`src/rtl/alu_writeback_stage_pkg.sv`:
```
// Shared constants for the ALU writeback stage: flag bit positions and
// branch/jump condition codes.
package alu_writeback_stage_pkg;

    localparam int FLAG_W = 5;

    localparam int FLAG_C = 0;
    localparam int FLAG_L = 1;
    localparam int FLAG_F = 2;
    localparam int FLAG_Z = 3;
    localparam int FLAG_N = 4;

    typedef enum logic [3:0] {
        COND_EQ = 4'b0000,
        COND_NE = 4'b0001,
        COND_CS = 4'b0010,
        COND_CC = 4'b0011,
        COND_HI = 4'b0100,
        COND_LS = 4'b0101,
        COND_GT = 4'b0110,
        COND_LE = 4'b0111,
        COND_FS = 4'b1000,
        COND_FC = 4'b1001,
        COND_LO = 4'b1010,
        COND_HS = 4'b1011,
        COND_LT = 4'b1100,
        COND_GE = 4'b1101,
        COND_UC = 4'b1110,
        COND_NV = 4'b1111
    } cond_e;

endpackage

```
`src/rtl/alu_writeback_stage_fifo.sv`:
```
// Small synchronous FIFO holding pending register-file writes.
module result_fifo #(
    parameter int DEPTH = 2,
    parameter int WIDTH = 20
) (
    input  logic             clk,
    input  logic             reset,
    input  logic             push,
    input  logic [WIDTH-1:0] wdata,
    input  logic             pop,
    output logic [WIDTH-1:0] rdata,
    output logic             full,
    output logic             empty
);

    localparam int PTR_W = $clog2(DEPTH);
    localparam int CNT_W = $clog2(DEPTH + 1);

    logic [WIDTH-1:0] mem [DEPTH];
    logic [PTR_W-1:0] wr_ptr;
    logic [PTR_W-1:0] rd_ptr;
    logic [CNT_W-1:0] count;
    logic             do_push;
    logic             do_pop;

    assign full    = (count == CNT_W'(DEPTH));
    assign empty   = (count == '0);
    assign do_push = push && !full;
    assign do_pop  = pop && !empty;
    assign rdata   = mem[rd_ptr];

    // Storage carries no reset; only occupancy state is cleared.
    always_ff @(posedge clk) begin
        if (do_push) begin
            mem[wr_ptr] <= wdata;
        end
    end

    always_ff @(posedge clk) begin
        if (reset) begin
            wr_ptr <= '0;
            rd_ptr <= '0;
            count  <= '0;
        end else begin
            if (do_push) begin
                wr_ptr <= wr_ptr + 1'b1;
            end
            if (do_pop) begin
                rd_ptr <= rd_ptr + 1'b1;
            end
            if (do_push && !do_pop) begin
                count <= count + 1'b1;
            end else if (do_pop && !do_push) begin
                count <= count - 1'b1;
            end
        end
    end

endmodule

```
`src/rtl/alu_writeback_stage.sv`:
```
// ALU result sink: buffers register writes, drains them to the register file,
// keeps the committed PSR and evaluates branch conditions against it.
module alu_writeback_stage
    import alu_writeback_stage_pkg::*;
#(
    parameter int DATA_W  = 16,
    parameter int FLAG_W  = alu_writeback_stage_pkg::FLAG_W,
    parameter int RADDR_W = 4,
    parameter int DEPTH   = 2
) (
    input  logic               clk,
    input  logic               reset,
    input  logic               in_valid,
    output logic               in_ready,
    input  logic [DATA_W-1:0]  in_data,
    input  logic [FLAG_W-1:0]  in_flags,
    input  logic [RADDR_W-1:0] in_rdest,
    input  logic               in_wr_en,
    input  logic               in_flag_we,
    output logic               wb_valid,
    input  logic               wb_ready,
    output logic [RADDR_W-1:0] wb_addr,
    output logic [DATA_W-1:0]  wb_data,
    input  logic               psr_we,
    input  logic [FLAG_W-1:0]  psr_wdata,
    output logic [FLAG_W-1:0]  psr,
    input  logic [3:0]         cond,
    output logic               cond_true,
    output logic               busy
);

    localparam int ENTRY_W = RADDR_W + DATA_W;

    logic               accept;
    logic               fifo_full;
    logic               fifo_empty;
    logic [ENTRY_W-1:0] head;

    assign in_ready = !fifo_full;
    assign accept   = in_valid && in_ready;
    assign wb_valid = !fifo_empty;
    assign busy     = !fifo_empty;

    result_fifo #(
        .DEPTH (DEPTH),
        .WIDTH (ENTRY_W)
    ) u_fifo (
        .clk   (clk),
        .reset (reset),
        .push  (accept && in_wr_en),
        .wdata ({in_rdest, in_data}),
        .pop   (wb_valid && wb_ready),
        .rdata (head),
        .full  (fifo_full),
        .empty (fifo_empty)
    );

    // Gate the head so the write port reads zero whenever nothing is pending,
    // which keeps reset-time outputs clean without resetting FIFO storage.
    assign wb_addr = fifo_empty ? '0 : head[ENTRY_W-1:DATA_W];
    assign wb_data = fifo_empty ? '0 : head[DATA_W-1:0];

    always_ff @(posedge clk) begin
        if (reset) begin
            psr <= '0;
        end else if (psr_we) begin
            psr <= psr_wdata;
        end else if (accept && in_flag_we) begin
            psr <= in_flags;
        end
    end

    always_comb begin
        cond_true = 1'b0;
        case (cond_e'(cond))
            COND_EQ: cond_true =  psr[FLAG_Z];
            COND_NE: cond_true = !psr[FLAG_Z];
            COND_CS: cond_true =  psr[FLAG_C];
            COND_CC: cond_true = !psr[FLAG_C];
            COND_HI: cond_true =  psr[FLAG_L];
            COND_LS: cond_true = !psr[FLAG_L];
            COND_GT: cond_true =  psr[FLAG_N];
            COND_LE: cond_true = !psr[FLAG_N];
            COND_FS: cond_true =  psr[FLAG_F];
            COND_FC: cond_true = !psr[FLAG_F];
            COND_LO: cond_true = !psr[FLAG_L] && !psr[FLAG_Z];
            COND_HS: cond_true =  psr[FLAG_L] ||  psr[FLAG_Z];
            COND_LT: cond_true = !psr[FLAG_N] && !psr[FLAG_Z];
            COND_GE: cond_true =  psr[FLAG_N] ||  psr[FLAG_Z];
            COND_UC: cond_true = 1'b1;
            COND_NV: cond_true = 1'b0;
            default: cond_true = 1'b0;
        endcase
    end

endmodule

```
`config.mk`:
```
export PLATFORM = sky130hd
export DESIGN_NAME = alu_writeback_stage
export DESIGN_NICKNAME = d
export VERILOG_FILES = /design/src/rtl/alu_writeback_stage_pkg.sv /design/src/rtl/alu_writeback_stage_fifo.sv /design/src/rtl/alu_writeback_stage.sv
export SDC_FILE = /design/constraint.sdc
export NUM_CORES = 1
export LEC_CHECK = 0
export BUFFER_PORTS_ARGS = -buffer_cell sky130_fd_sc_hd__buf_2
export CAP_MARGIN = 20
export CORE_MARGIN = 2
export CORE_UTILIZATION = 40
export DETAILED_ROUTE_END_ITERATION = 8
export MAX_ROUTING_LAYER = met4
export PLACE_DENSITY_LB_ADDON = 0.1
export SLEW_MARGIN = 30
export SYNTH_ARGS = -nofsm -noshare
export SYNTH_HDL_FRONTEND = slang
export SYNTH_HIERARCHICAL = 1
export SYNTH_SLANG_ARGS = --single-unit
export TNS_END_PERCENT = 20
```
`constraint.sdc`:
```
create_clock -name clk -period 2.6 [get_ports clk]
set_input_delay 0.26 -clock clk [delete_from_list [all_inputs] [get_ports clk]]
set_output_delay 0.26 -clock clk [all_outputs]
set_load 0.02 [all_outputs]
```
# After elaboration in Yosys (flattened, before gate mapping)
# Memories as Yosys holds them, arrays and structs flattened. A register that Yosys moved wholly into a read port is not among the register bits.
# Cells that the tools add are included.
[classes]
n_reduce_logical = 25
mux = 11
bitwise_logic = 0
shift = 0
n_mul = 0
eq_ne = 16
n_lt_le_gt_ge = 0
add_sub_neg = 4
div = 0
[ops]
columns = ["op", "n"]
rows = [
  ["== test 4 bit, second input constant", 8],
  ["== test 4 x 3 -> 1 bit, second input constant", 4],
  ["2-to-1 mux 16 bit", 1],
  ["one-hot mux 1 bit (16 select lines)", 1],
  ["logical AND 1 bit", 10],
  ["2-to-1 mux 5 bit", 2],
  ["logical NOT 1 bit", 9],
  ["== test 4 x 2 -> 1 bit, second input constant", 2],
  ["== test 4 x 1 -> 1 bit, second input constant", 1],
  ["logical NOT 4 bit", 1],
  ["2-to-1 mux 1 bit", 4],
  ["2-to-1 mux 2 bit", 2],
  ["2-to-1 mux 4 bit", 1],
  ["nonzero test 2 bit", 2],
  ["adder 1 bit, second input constant", 2],
  ["adder 2 x 1 -> 2 bit, second input constant", 1],
  ["== test 2 bit, second input constant", 1],
  ["logical NOT 2 bit", 1],
  ["logical OR 1 bit", 2],
  ["subtractor 2 x 1 -> 2 bit, second input constant", 1],
]
[totals]
memories = 1
regBits = 9
out_inout_bits = 29
word_cells = 61
latch_bits = 0
romBits = 0
ram_bits = 40
[memory_table]
columns = ["name", "words", "word_bits", "read_ports", "rd_ports_with_merged_regs", "write_ports", "line", "rtl"]
rows = [
  ["u_fifo.mem", 2, 20, 1, 1, 1, "alu_writeback_stage_fifo.sv:19", "logic [WIDTH-1:0] mem [DEPTH];"],
]

# Depth between registers and ports, before layout
[logic_depth]
word_depth = 9
depth_mapped = 9

# Cells and area by module
# The synthesis kept the hierarchy.
[modules_own_cells]
columns = ["module", "seq_area_each_um2", "area_each_um2", "cells_each", "n_inst"]
rows = [
  ["result_fifo", 1301.2, 1654.1, 87, 1],
  ["alu_writeback_stage", 100.1, 570.5, 80, 1],
]

# Worst setup path after synthesis
# OpenSTA, ideal clock, no wires.
[synth_path]
path_kind = "flip-flop to flip-flop"
start = "register u_fifo.count[1]"
end = "memory u_fifo.mem[0][0] (enable)"
required_time_ns = 2.225
path_stages_with_launch = 7
arrival_ns = 1.653
synth_period_minus_slack_ns = 2.027
setup_slack_ns = 0.573
cell_sequence = "dfxtp_1 -> nor2b_2 -> inv_1 -> and3_1 -> inv_1 -> or3_1 -> inv_1"
[synth_between]
elab_chain_cells = 7
[synth_lines]
columns = ["element", "line", "rtl"]
rows = [
  ["from (decl)", "alu_writeback_stage_fifo.sv:22", "logic [CNT_W-1:0] count;"],
  ["from (signal assigned)", "alu_writeback_stage_fifo.sv:52", "count <= count + 1'b1;"],
  ["from (signal assigned)", "alu_writeback_stage_fifo.sv:54", "count <= count - 1'b1;"],
  ["== test 2 bit (*)", "alu_writeback_stage_fifo.sv:26", "assign full = (count == CNT_W'(DEPTH));"],
  ["net fifo_full", "alu_writeback_stage.sv:35", "logic fifo_full;"],
  ["logical NOT 1 bit (*)", "alu_writeback_stage.sv:39", "assign in_ready = !fifo_full;"],
  ["net in_ready", "alu_writeback_stage.sv:14", "output logic in_ready,"],
  ["logical AND 1 bit", "alu_writeback_stage.sv:40", "assign accept = in_valid && in_ready;"],
  ["logical AND 1 bit", "alu_writeback_stage.sv:50", ".push (accept && in_wr_en),"],
  ["logical AND 1 bit (*)", "alu_writeback_stage_fifo.sv:28", "assign do_push = push && !full;"],
  ["2-to-1 mux 1 bit (*)", "alu_writeback_stage_fifo.sv:34", "if (do_push) begin"],
  ["2-to-1 mux 1 bit (not written as such) (*)", "alu_writeback_stage_fifo.sv:35", "mem[wr_ptr] <= wdata;"],
  ["to (decl)", "alu_writeback_stage_fifo.sv:19", ""],
]
# The timed path passes the listed nets; every way through them passes the cells marked *.

==> metrics.txt <==
ys flop type edfxtp_1; Lkg Pwr 1.124 nW; first-pass GRT wire length 6.389 mm; Final setup viols 0; top cell type's share of synthesized area 53.99%; largest net degree at the start of global routing 22; Logic pwr share 29.5%; crit path DAT 1.68 ns; Final HPWL DP 2.777 mm; Worst Max-Slew Pin Slew 0.4479 ns; Reg2Reg Capture Point u_fifo/mem[0][18]; Crit Path Class reg -> out; Initial DRT Pass Iterations 4; initial antenna violation count 0; post-cts sizing count 0; Net Sw Frac 30.55%; Worst Path Max Fanout 16; die area 6174 µm²; total track usage 13.78%; # rows 27; Seq pwr share 45.9%; CTS Buf Count 5; fmax 0.5157 GHz; Skew-Pair Late Insertion Delay 0.29 ns; fillers 510; Post-synth top cells 40 x edfxtp_1, 21 x nor2b_1, 20 x mux2_2; DRC 0; Core Area 5439 µm²; slowest CP cell dfxtp_1; vias in the first global route 1434; post-CTS setup buffer count 0; Hold EP u_fifo/mem[1][14]; fin crit period 1.939 ns; #FFs+latches synth 50; hold-fix buffer count after cts 0; antenna diode count 0; CP endpoint kind output port; worst reg2reg path depth 7; Sum Neg Setup Slack 0 ns; Worst setup SP type flop; total global routing overflow 0; Layout area overhead 23.34%; non-filler instance count after layout 311; number of antenna-violating nets in the routed design 0; sw power 645.5 µW; Initial DRC Count 48; status completed; Port Buffers 69; clock sinks 50; worst reg2reg setup slack 0.75 ns; most common cell in the synthesized netlist edfxtp_1; vias per cell 4.669; CTS tree done; multi-input logic area 752.0 µm²; ys async rst share 0%; Max Cap Viol 0; crit-path max cell delay 0.45 ns; utilization after layout 50.45%; worst hold path class in -> reg; CTS max path bufs 2; number of enable flip-flop cells after synthesis 40; I/O pins 70; worst-path cell chain buf_4, mux2_2, nor2b_1, buf_2; placed cell count 303; syn avg cell area 13.32 µm²; clk slew on worst S/H paths 0.09 ns; post-synthesis cell count 167; design area 2744 µm²; yosys warns 6; Layout Skew 0.007534 ns; hold_sp in_data[14]; Reg area 1401 µm²; synthesized area 2225 µm²; ratio of cells with drive above 1 in the final layout 43.51%; synth unique cells 31; Slew HR 70.04%; total number of vias 1452; CP top delay family buffers and inverters; WL final 3.987 mm; die height 78.58 µm; hold depth 1; post-layout net count 280; final hold violations 0; PD cells 770.0 nW/µm²; Area contributors post-synth edfxtp_1 54%, mux2_2 10%, dfxtp_1 9.0%; Worst VDD drop 291.1 µV; routed len/inst 12.82 µm; clock network power share 24.5%; required time of the critical path 2.34 ns; Die Wd 78.58 µm; routability cong. 0.8434; max-slew violation count 0; FF-to-FF Start u_fifo/count[0]; Cell Int Power 1.467 mW; Clock Tree Root clkbuf_8; Seq/Total Area, Yosys 62.99%; RSZ-0062 raised after global routing false; Starting Density 40.90%; Post-Syn Nets 209; Hold WS 0.1557 ns; buffer and inverter count on the worst path 2; Yosys top cell by area edfxtp_1; CTS HTree Levels 2; placed cell area 2638 µm²; final worst path period share 74.58%
## layout make-up
type	instances	share of cell area, %
flip-flops and latches	50	51.07
multi-input cells	103	27.41
clock inverters	1	1.094
inverters	5	0.6840
well taps	72	3.283
clock buffers	7	2.782
repair buffers	73	13.68
## registers in the layout (all words and copies together) (netlist names), named ones only
register	count
psr	5
u_fifo/count	2
u_fifo/mem	40
u_fifo/rd_ptr	1
u_fifo/wr_ptr	1
## layer usage
metal  up-vias  GRT usage (%)  routed length, µm
met3         2          3.448                229
met1       665          15.93               1785
met5         -              -                  0
met2        46          23.42               1954
li1        739              -                  -
met4         0          4.737                 19
## how the worst max path moves through the flow
| stage | start | endpoint | cells past startpoint | slack [ns] |
|---|---|---|---|---|
| 6_report | flop | wb_data[1] | 4 | 0.66 |
| 5_1_grt | flop | wb_data[1] | 4 | 0.54 |
| 4_1_cts | flop | wb_addr[3] | 4 | 0.62 |
| 3_5_place_dp | u_fifo/count[0] | u_fifo/mem[0][10] | 7 | 0.76 |
| 3_3_place_gp | u_fifo/count[0] | u_fifo/mem[0][12] | 7 | 0.79 |
| 2_1_floorplan | u_fifo/count[1] | u_fifo/mem[0][0] | 6 | 0.57 |
## power by group through the flow
stage          Combinational (mW)  Sequential (mW)  Clock, mW
5_1_grt                     0.684            0.979      0.571
2_1_floorplan               0.430            0.985          0
3_5_place_dp                0.634            0.989          0
6_report                    0.624            0.970      0.518
3_3_place_gp                0.630            0.988          0
4_1_cts                     0.636            0.971      0.538
## stage by stage
step	power [mW]	worst slack, ns
2_1_floorplan	1.415	0.5726
3_3_place_gp	1.618	0.7946
3_5_place_dp	1.623	0.7561
4_1_cts	2.145	0.6218
5_1_grt	2.234	0.5412
6_report	2.113	0.6609
## cell families after synthesis
family | count (synthesis) | synth area share (%)
compound gates | 22 | 6.187
xor+xnor | 5 | 1.968
fa+ha+maj | 1 | 0.5623
buf+inv | 14 | 3.318
flops | 50 | 62.99
mux | 26 | 12.82
simple gates | 49 | 12.15
## cell usage in the layout (no fill, tap or decap)
cell and n:
a31oi_1 1, nor2_2 2, dfxtp_1 10, nor2b_2 1, a31oi_2 1, nor3_1 1
xor2_1 4, buf_4 4, or3_1 2, o221ai_1 1, inv_1 5, clkbuf_8 5
mux2i_1 6, and2_1 1, nor2_1 16, mux2_2 20, and3_1 1, o32ai_1 2
bufinv_16 1, nor2b_1 21, xnor2_1 1, edfxtp_1 40, and4bb_1 1, a22oi_1 2
buf_2 69, nand2_1 2, clkbuf_1 2, o21bai_1 1, o21ai_0 4, and3b_2 1
ha_1 1, a21oi_1 10
Power figures use the tool's default switching activity.
